$ cat src/rtl/btn_stepper.sv
`default_nettype none
// ============================================================================
// btn_stepper : debounced pushbuttons -> gated step commands and colour select
// Revision    : 1.0
// ============================================================================
module btn_stepper #(
   parameter int         DB_CYCLES  = 1000000,
   parameter int         STEP_DIV   = 2500000,
   parameter int         REPEAT_DLY = 8,
   parameter logic [3:0] COLOR_INIT = 4'd1
) (
   input  logic       clk,
   input  logic       rst,
   input  logic       btnU,
   input  logic       btnD,
   input  logic       btnL,
   input  logic       btnR,
   input  logic       btnC,
   input  logic       upBlock,
   input  logic       downBlock,
   input  logic       leftBlock,
   input  logic       rightBlock,
   output logic       btnClk,
   output logic [3:0] btns,
   output logic [3:0] player_color,
   output logic       blocked
);

   localparam int DB_W   = $clog2(DB_CYCLES + 1);
   localparam int DIV_W  = (STEP_DIV > 1) ? $clog2(STEP_DIV) : 1;
   localparam int HOLD_W = $clog2(REPEAT_DLY + 1);

   localparam logic [1:0] S_IDLE   = 2'd0;
   localparam logic [1:0] S_HOLD   = 2'd1;
   localparam logic [1:0] S_REPEAT = 2'd2;

   // Bit order {U, D, R, L, C} makes bits [4:1] equal to the btns encoding.
   logic [4:0] w_raw;
   logic [4:0] r_sync1;
   logic [4:0] r_sync2;
   logic [4:0] w_db;

   assign w_raw = {btnU, btnD, btnR, btnL, btnC};

   always_ff @(posedge clk or negedge rst) begin
      if (!rst) begin
         r_sync1 <= '0;
         r_sync2 <= '0;
      end else begin
         r_sync1 <= w_raw;
         r_sync2 <= r_sync1;
      end
   end

   generate
      for (genvar i = 0; i < 5; i++) begin : g_db
         logic [DB_W-1:0] r_cnt;
         logic            r_lvl;

         always_ff @(posedge clk or negedge rst) begin
            if (!rst) begin
               r_cnt <= '0;
               r_lvl <= 1'b0;
            end else if (r_sync2[i] != r_lvl) begin
               if (r_cnt == DB_W'(DB_CYCLES - 1)) begin
                  r_lvl <= r_sync2[i];
                  r_cnt <= '0;
               end else begin
                  r_cnt <= r_cnt + 1'b1;
               end
            end else begin
               r_cnt <= '0;
            end
         end

         assign w_db[i] = r_lvl;
      end
   endgenerate

   logic [DIV_W-1:0] r_div;
   logic             w_div_end;
   logic             w_step;

   assign w_div_end = (r_div == DIV_W'(STEP_DIV - 1));
   assign w_step    = w_div_end & btnClk;

   always_ff @(posedge clk or negedge rst) begin
      if (!rst) begin
         r_div  <= '0;
         btnClk <= 1'b0;
      end else if (w_div_end) begin
         r_div  <= '0;
         btnClk <= ~btnClk;
      end else begin
         r_div  <= r_div + 1'b1;
      end
   end

   logic [3:0] w_dir;
   logic       w_valid;
   logic [3:0] w_d;
   logic       w_d_blocked;

   assign w_dir       = w_db[4:1];
   assign w_valid     = (w_dir != 4'd0) && ((w_dir & (w_dir - 4'd1)) == 4'd0);
   assign w_d         = w_valid ? w_dir : 4'd0;
   assign w_d_blocked = |(w_d & {upBlock, downBlock, rightBlock, leftBlock});

   logic [1:0]        r_state;
   logic [1:0]        w_state_nxt;
   logic [3:0]        r_latch;
   logic [3:0]        w_latch_nxt;
   logic [HOLD_W-1:0] r_hold;
   logic [HOLD_W-1:0] w_hold_nxt;
   logic [3:0]        w_btns_nxt;
   logic              w_blocked_nxt;
   logic              w_hold_done;

   assign w_hold_done = (r_hold == HOLD_W'(REPEAT_DLY - 1));

   // Everything the FSM owns advances only on the btnClk falling edge.
   always_ff @(posedge clk or negedge rst) begin
      if (!rst) begin
         r_state <= S_IDLE;
         r_latch <= 4'd0;
         r_hold  <= '0;
         btns    <= 4'd0;
         blocked <= 1'b0;
      end else if (w_step) begin
         r_state <= w_state_nxt;
         r_latch <= w_latch_nxt;
         r_hold  <= w_hold_nxt;
         btns    <= w_btns_nxt;
         blocked <= w_blocked_nxt;
      end
   end

   always_comb begin
      w_state_nxt = r_state;
      case (r_state)
         S_IDLE:   if (w_valid && !w_d_blocked) w_state_nxt = S_HOLD;
         S_HOLD: begin
            if (w_d != r_latch)   w_state_nxt = S_IDLE;
            else if (w_hold_done) w_state_nxt = S_REPEAT;
         end
         S_REPEAT: if (w_d != r_latch) w_state_nxt = S_IDLE;
         default:  w_state_nxt = S_IDLE;
      endcase
   end

   always_comb begin
      w_btns_nxt    = 4'd0;
      w_blocked_nxt = 1'b0;
      w_latch_nxt   = r_latch;
      w_hold_nxt    = r_hold;
      case (r_state)
         S_IDLE: begin
            if (w_valid && !w_d_blocked) begin
               w_btns_nxt  = w_d;
               w_latch_nxt = w_d;
               w_hold_nxt  = '0;
            end else if (w_valid) begin
               w_blocked_nxt = 1'b1;
            end
         end
         S_HOLD: begin
            if ((w_d == r_latch) && !w_hold_done) w_hold_nxt = r_hold + 1'b1;
         end
         S_REPEAT: begin
            if (w_d == r_latch) begin
               if (w_d_blocked) w_blocked_nxt = 1'b1;
               else             w_btns_nxt    = w_d;
            end
         end
         default: ;
      endcase
   end

   logic r_c_prev;

   always_ff @(posedge clk or negedge rst) begin
      if (!rst) begin
         r_c_prev     <= 1'b0;
         player_color <= COLOR_INIT;
      end else begin
         r_c_prev <= w_db[0];
         if (w_db[0] && !r_c_prev) player_color <= player_color + 4'd1;
      end
   end

endmodule
`default_nettype wire

$ cat config.mk
export PLATFORM = sky130hd
export DESIGN_NAME = btn_stepper
export DESIGN_NICKNAME = d
export VERILOG_FILES = /design/src/rtl/btn_stepper.sv
export SDC_FILE = /design/constraint.sdc
export NUM_CORES = 1
export LEC_CHECK = 0
export ABC_AREA = 1
export CAP_MARGIN = 10
export CORE_UTILIZATION = 62
export DETAILED_ROUTE_END_ITERATION = 8
export PLACE_DENSITY = 0.8
export SYNTH_ARGS = -nofsm -noshare
export SYNTH_HDL_FRONTEND = slang
export SYNTH_SLANG_ARGS = --single-unit
$ cat constraint.sdc
create_clock -name clk -period 1.8 [get_ports clk]
set_input_delay 0.36 -clock clk [delete_from_list [all_inputs] [get_ports clk]]
set_output_delay 0.36 -clock clk [all_outputs]
set_load 0.01 [all_outputs]
### Word level (Yosys, flattened, before mapping)

Index checks and enable logic that the tools add are counted.
W data, S select, Z words.

| storage, ports and cells | value |
|---|---|
| memories kept | 0 |
| word-level logic and storage cells | 103 |
| register bits | 158 |
| output and inout port bits | 10 |
| latch bits | 0 |
| input bits | 11 |
| ROM bits | 0 |
| bits in writable memories | 0 |

| cells by class | value |
|---|---|
| multiply operators | 0 |
| multiplexer cells | 29 |
| reductions and logical operators | 20 |
| bitwise gates (word level) | 4 |
| shifts and indexed selects | 0 |
| $lt $le $gt $ge | 0 |
| add/subtract/negate cells | 9 |
| div/mod/pow operators | 0 |
| equality and inequality tests | 20 |

Operator list:

| cell | count |
|---|---|
| $mux W20 | 10 |
| $add A20 B1 Y20 const B | 5 |
| $eq A20 B20 Y1 const B | 5 |
| $mux W4 | 6 |
| $add A22 B1 Y22 const B | 1 |
| $eq A22 B22 Y1 const B | 1 |
| $mux W22 | 1 |
| $pmux W4 S2 | 2 |
| $reduce_and A2 Y1 | 5 |
| $add A4 B1 Y4 const B | 2 |
| $and A4 B4 Y4 | 2 |
| $mux W2 | 4 |
| $reduce_and A4 Y1 | 2 |
| $ne A2 B2 Y1 const B | 3 |
| $pmux W2 S3 | 1 |
| $ne A1 B1 Y1 | 5 |
| $eq A4 B3 Y1 const B | 1 |
| $eq A4 B4 Y1 | 1 |
| $logic_and A1 B1 Y1 | 4 |
| $logic_not A4 Y1 | 1 |
| $mux W1 | 4 |
| $ne A4 B4 Y1 | 1 |
| $reduce_bool A4 Y1 | 1 |
| $reduce_or A4 Y1 | 1 |
| other kinds (11) | 13 |

### Depth between registers and ports, before layout

Gate-level depths: netlist of the first run.

| depth | value |
|---|---|
| word-level depth | 11 |
| mapped depth | 11 |

### Worst setup path before layout of the first run

No wires, ideal clock.

| timing | value |
|---|---|
| kind | flip-flop to flip-flop |
| from | reg r_div[0] |
| to | reg r_latch[1] |
| stages on the path, launching flop included | 11 |
| setup time | 0.119 ns |
| buffers on the path | 0 |
| arrival time | 1.487 ns |
| slack | 0.194 ns |
| period minus slack after synthesis | 1.606 ns |
| path through | dfrtp_1 > ha_1 > nand2_2 > nor2_8 > nand3b_4 > nor2_8 > nand2_4 > nor2_4 > nand2_4 > nand2_1 > o21ai_2 |

| between the ends | value |
|---|---|
| cells in the longest elaborated chain, start to end | 3 |

RTL lines:

| element | line | text |
|---|---|---|
| start: declaration | 80 | `logic [DIV_W-1:0] r_div;` |
| start signal: assignment | 95 | `r_div <= r_div + 1'b1;` |
| $eq A22 B22 Y1 | 84 | `assign w_div_end = (r_div == DIV_W'(STEP_DIV - 1));` |
| $and A1 B1 Y1 | 85 | `assign w_step = w_div_end & btnClk;` |
| $reduce_and A3 Y1 (no source line) | - |  |
| end signal: assignment | 131 | `r_latch <= w_latch_nxt;` |
| end: declaration | 111 | `logic [3:0] r_latch;` |

No other way between the ends.
A chain may end at the register's enable or synchronous reset.

### Final worst setup path of the first run

| timing | value |
|---|---|
| from | reg btnClk |
| to | out btnClk |

RTL lines:

| element | line | text |
|---|---|---|
| start: declaration | 23 | `output logic btnClk,` |
| start signal: assignment | 93 | `btnClk <= ~btnClk;` |

No word-level cell between the ends.

==> flow_summary.json, run 1 <==
{
  "end_kind": "primary output",
  "grt_usage_pct": 27.1,
  "antenna_found_initial": 0,
  "crit_buf_inv": 1,
  "synth_commonest_cells": "nor2_1, nand2_1, dfrtp_1",
  "cts_made_buffers": 17,
  "synth-edff-count": 0,
  "initial_core_util_pct": 63.8,
  "num_vias": 7129,
  "place.gp.congestion": 0.913,
  "pwr_density_cell_nw_per_um2": 753,
  "clkLatencyLatePin_ps": 420,
  "path_clk_slew_ps": 60,
  "grt-ovfl-total": 0,
  "drive_gt1_share_pct": 13.7,
  "antenna_cells": 0,
  "finalCritPeriodShare_pct": 97.3,
  "final_util_pct": 74.6,
  "async_reset_ff_share_pct": 100,
  "die_area_um2": 14100,
  "postRouteAntennaNets": 0,
  "period_needed_ps": 1750,
  "worstMarginPinSlew_ps": 512,
  "max_freq_mhz": 571,
  "numPortBuffers": 20,
  "via_per_inst": 5.54,
  "yosysSeqAreaShare_pct": 46.8,
  "synth_cell_types": 43,
  "reg2reg_setup_slack_ps": 60,
  "die_w_um": 119,
  "coreArea_um2": 13200,
  "hold_class": "flip-flop to flip-flop",
  "avgSynthCellArea_um2": 8.21,
  "setup_viol": 0,
  "status": "complete, no violations",
  "slew_headroom_pct": 65.9,
  "cellLeakagePower_nw": 4.47,
  "path_cells": "clkdlybuf4s50_1",
  "nNetsFinal": 1117,
  "crit_arrival_ps": 1390,
  "dieHeight_um": 119,
  "area_growth_pct": 16.8,
  "grt_pass1_wl_um": 30600,
  "syn_nets": 1048,
  "slowest_delay_ps": 550,
  "cp_slowest_cell": "clkdlybuf4s50_1",
  "instances_no_fill": 1287,
  "fin_skew_ps": 9.30,
  "critPathTopFamily": "buffers and inverters",
  "wirelength_um": 18300,
  "ys_ff_latch": 158,
  "cp-start-kind": "flip-flop",
  "synth_top_flop_cell": "dfrtp_1",
  "syn-instance-count": 1029,
  "clock_path_buffers": 2,
  "setup_slack_ps": 47.9,
  "drv_slew": 0,
  "setup.worst_path.class": "flip-flop to primary output",
  "root_buffer": "clkbuf_16",
  "critPathMaxFanout": 4,
  "ys_warn_count": 0,
  "synth_area_leaders": "dfrtp_1, nor2_1, nand2_1",
  "io_pins": 21,
  "yosysMostFrequentCell": "nor2_1",
  "grt_max_degree": 51,
  "wire_per_inst_um": 14.2,
  "fp-row-count": 42,
  "dpl_worst_slack_ps": 27.3,
  "required_ps": 1440,
  "cts_tree": "yes",
  "syn-cell-area_um2": 8450,
  "grt_pass1_vias": 6757,
  "finalPower_w": 0.00743,
  "yosys.area.top_type": "dfrtp_1",
  "maxCapViolations": 0,
  "finalHoldViolCount": 0,
  "dp_cells": 1235,
  "drc": 0,
  "dr.pass1.iters": 6,
  "cts.sinks": 158,
  "synth_top_area_share_pct": 46.5,
  "holdWs_ps": 344,
  "first_iter_violations": 516,
  "htreeDepth": 4,
  "peakVddDrop_uv": 906,
  "hpwl_um": 12600
}
==> where the power goes <==
part	total, W	switching [W]	internal, W
sequential	0.00362	0.0000285	0.00359
clock	0.00357	0.00141	0.00216
combinational	0.000246	0.000154	0.0000914
==> cells in the final DEF, fill, tap and decap left out, types with 8 or more instances in the layout <==
cell type / Yosys / layout
nand2_1: 187 / 185
nor2_1: 189 / 183
dfrtp_1: 157 / 152
inv_1: 114 / 113
nand3_1: 68 / 64
nand4_1: 50 / 50
xor2_1: 48 / 48
nor3_1: 38 / 38
buf_4: 4 / 32
a21oi_1: 24 / 24
xnor2_1: 18 / 18
clkdlybuf4s50_1: 0 / 18
clkbuf_16: 0 / 17
nor4_1: 13 / 12
nor2_2: 9 / 10
nor2_4: 5 / 10
o21ai_0: 9 / 9
nor3b_1: 10 / 9
nand3_2: 5 / 8
inv_2: 7 / 8
==> worst register-to-register path: cells and delay by family, from the launching register on <==
family / cells / cell delay, ps
flops: 1 / 400
compound gates: 1 / 150
simple gates: 7 / 900
buf+inv: 2 / 240
==> worst paths after layout <==
path                            cells after the start  startpoint          endpoint
worst max-delay path                                1      btnClk            btnClk
worst min-delay path                                0  r_sync1[2]        r_sync2[2]
worst max register to register                     10   r_div[20]        r_state[0]
worst min register to register                      0  r_sync1[2]        r_sync2[2]
max in group asynchronous                           3         rst     g_db[1].r_lvl
min in group asynchronous                           2         rst  g_db[3].r_cnt[9]
==> registers in the layout, summed over array words and instances (netlist names) <==
name and cells:
g_db.r_cnt 100, btns 4, btnClk 1, g_db.r_lvl 5
r_latch 4, r_state 2, blocked 1, r_sync1 5
r_c_prev 1, r_div 22, r_sync2 5, player_color 4
r_hold 4
==> stage by stage <==
stage / TNS, ps / area (um^2)
3_3_place_gp: 0 / 9010
2_1_floorplan: 0 / 8450
4_1_cts: 0 / 9610
6_report: 0 / 9870
5_1_grt: -293 / 9870
3_5_place_dp: 0 / 9010
==> routing by layer <==
metal / vias up / global-route usage (%) / wire [um]
met5: - / 0 / 0
met4: 0 / 9.57 / 274
met3: 24 / 4.92 / 734
met2: 195 / 43.6 / 8900
met1: 3429 / 36.8 / 8360
li1: 3481 / - / -
==> repair_timing <==
action	CTS	global route
hold endpoints to repair	45	0
endpoints found under the setup margin	7	48
pin swaps	0	12
buffers inserted	0	19
hold buffers	1	0
gates resized for setup	4	30
==> cell type report <==
| class | instances | area [um^2] |
|---|---|---|
| Multi-Input combinational cell | 741 | 4090 |
| Sequential cell | 158 | 3960 |
| Fill cell | 999 | 3370 |
| Timing Repair Buffer | 58 | 551 |
| Clock buffer | 23 | 478 |
| Inverter | 122 | 458 |
| Tap cell | 176 | 220 |
| Clock inverter | 9 | 111 |
==> cell families after synthesis <==
family / Yosys count / share of synthesized area [%]
fa+ha+maj: 8 / 1.18
xor+xnor: 66 / 6.84
flops: 158 / 46.8
compound gates: 52 / 3.52
simple gates: 610 / 34.8
buf+inv: 130 / 6.14
mux: 5 / 0.666
Power figures use the tool's default switching activity.
==> run 2, diff against run 1 <==
Settings changed: CORE_UTILIZATION 62 to 30, PLACE_DENSITY 0.8 to default.
==> flow_summary.json, run 2 (synthesized netlist as in run 1, its figures left out) <==
{
  "status": "complete, no violations",
  "largest_register_ffs": 100,
  "place.gp.congestion": 0.876,
  "dr.pass1.iters": 6,
  "wirelength_um": 17900,
  "clock_path_buffers": 2,
  "nNetsFinal": 1112,
  "startpoint": "btnClk",
  "min-delay-start": "r_sync1[3]",
  "peakVddDrop_uv": 535,
  "final_common_cell": "nand2_1",
  "period_needed_ps": 1760,
  "cp-start-kind": "flip-flop",
  "numPortBuffers": 20,
  "grt-ovfl-total": 0,
  "num_vias": 6819,
  "root_buffer": "clkbuf_16",
  "cts_tree": "yes",
  "grt_max_degree": 41,
  "grt_pass1_vias": 6621,
  "drc": 0,
  "crit_buf_inv": 1,
  "hpwl_um": 13300,
  "die_w_um": 170,
  "setup_viol": 0,
  "area_growth_pct": 18.9,
  "dieHeight_um": 170,
  "grt_usage_pct": 13.3,
  "pwr_density_cell_nw_per_um2": 746,
  "finalHoldViolCount": 0,
  "hold_class": "flip-flop to flip-flop",
  "path_clk_slew_ps": 70,
  "cts_made_buffers": 17,
  "setup.worst_path.class": "flip-flop to primary output",
  "grt_pass1_wl_um": 31100,
  "antenna_cells": 0,
  "drive_gt1_share_pct": 12.7,
  "path_cells": "clkdlybuf4s50_1",
  "first_iter_violations": 382,
  "crit_arrival_ps": 1400,
  "final_util_pct": 36.2,
  "fin_skew_ps": 23.2,
  "wire_per_inst_um": 12.1,
  "io_pins": 21,
  "critPathTopFamily": "buffers and inverters",
  "slew_headroom_pct": 69.3,
  "critPathMaxFanout": 4,
  "fp-row-count": 61,
  "htreeDepth": 4,
  "initial_core_util_pct": 30.4,
  "worstMarginPinSlew_ps": 457,
  "max_freq_mhz": 567,
  "required_ps": 1440,
  "largest-register": "g_db.r_cnt",
  "reg.largest.list": "g_db.r_cnt (100), r_div (22)",
  "cp_slowest_cell": "clkdlybuf4s50_1",
  "clkLatencyLatePin_ps": 430,
  "r2r-start": "g_db[2].r_lvl",
  "cellLeakagePower_nw": 4.42,
  "finalCritPeriodShare_pct": 97.9,
  "end_kind": "primary output",
  "layout_common_cells": "nand2_1, nor2_1, dfrtp_1, inv_1, nand3_1",
  "cts.sinks": 158,
  "coreArea_um2": 27800,
  "holdWs_ps": 356,
  "die_area_um2": 28800,
  "postRouteAntennaNets": 0,
  "via_per_inst": 4.60,
  "antenna_found_initial": 0,
  "maxCapViolations": 0,
  "drv_slew": 0,
  "slowest_delay_ps": 560
}
==> run 2: cell count changes in the layout (fill, tap and decap cells not counted), moves of 2 or more <==
| cell | change |
|---|---|
| nor2_1 | +2 |
| clkinvlp_4 | +3 |
| nand2_1 | +2 |
| clkinv_2 | -2 |
| buf_4 | -6 |
==> run 2: repair_timing <==
| action | in CTS | in global routing |
|---|---|---|
| setup buffers | 0 | 8 |
| hold endpoints to repair | 33 | 0 |
| setup endpoints to repair | 4 | 30 |
| pin swaps | 0 | 9 |
| hold buffers | 1 | 0 |
| gates resized for setup | 3 | 21 |
==> run 2: layout make-up <==
cell class              instances  area, um^2
clock buffers                  21         460
inverters                     122         458
fillers                      2870       17700
well taps                     378         473
repair buffers                 53         517
multi-input cells             741        4050
flip-flops and latches        158        3960
clock inverters                11         135
==> run 2: final timing paths <==
check | end | slack (ps) | cells past startpoint
min reg2reg | r_sync2[3] | 360 | 0
max reg2reg | r_hold[1] | 110 | 10
min | r_sync2[3] | 360 | 0
min in group asynchronous | g_db[4].r_cnt[14] | 440 | 2
max in group asynchronous | player_color[0] | 810 | 3
max | btnClk | 40 | 1
==> run 2: per-layer routing <==
metal | routed length [um] | global-route usage [%]
met4 | 189 | 3.80
met3 | 545 | 2.49
met2 | 8250 | 21.6
met5 | 0 | 0
met1 | 8950 | 17.9
==> run 2: metrics by stage <==
step	setup TNS [ps]	instance area (um^2)	power (W)	worst slack [ps]	cells
after floorplan	0	8450	0.00376	194	1029
after global placement	0	9310	0.00393	66.6	1443
after detailed placement	0	9310	0.00394	42.5	1443
after CTS	0	9910	0.00760	10.1	1476
after global routing	-57.3	10000	0.00779	-21.9	1484
final	0	10000	0.00750	37.8	1484
==> run 2: worst register-to-register path: cells and delay by family (launching register included) <==
| family | cells | cell delay, ps |
|---|---|---|
| and+or+nand+nor | 10 | 1100 |
| DFF | 1 | 480 |
==> run 2: power by group <==
| group | leakage, nW | internal [W] | total (W) | switching [W] |
|---|---|---|---|---|
| clock | 0.274 | 0.00214 | 0.00363 | 0.00149 |
| combinational | 2.03 | 0.0000942 | 0.000247 | 0.000153 |
| sequential | 2.11 | 0.00359 | 0.00362 | 0.0000291 |
| total | 4.42 | 0.00582 | 0.00750 | 0.00168 |
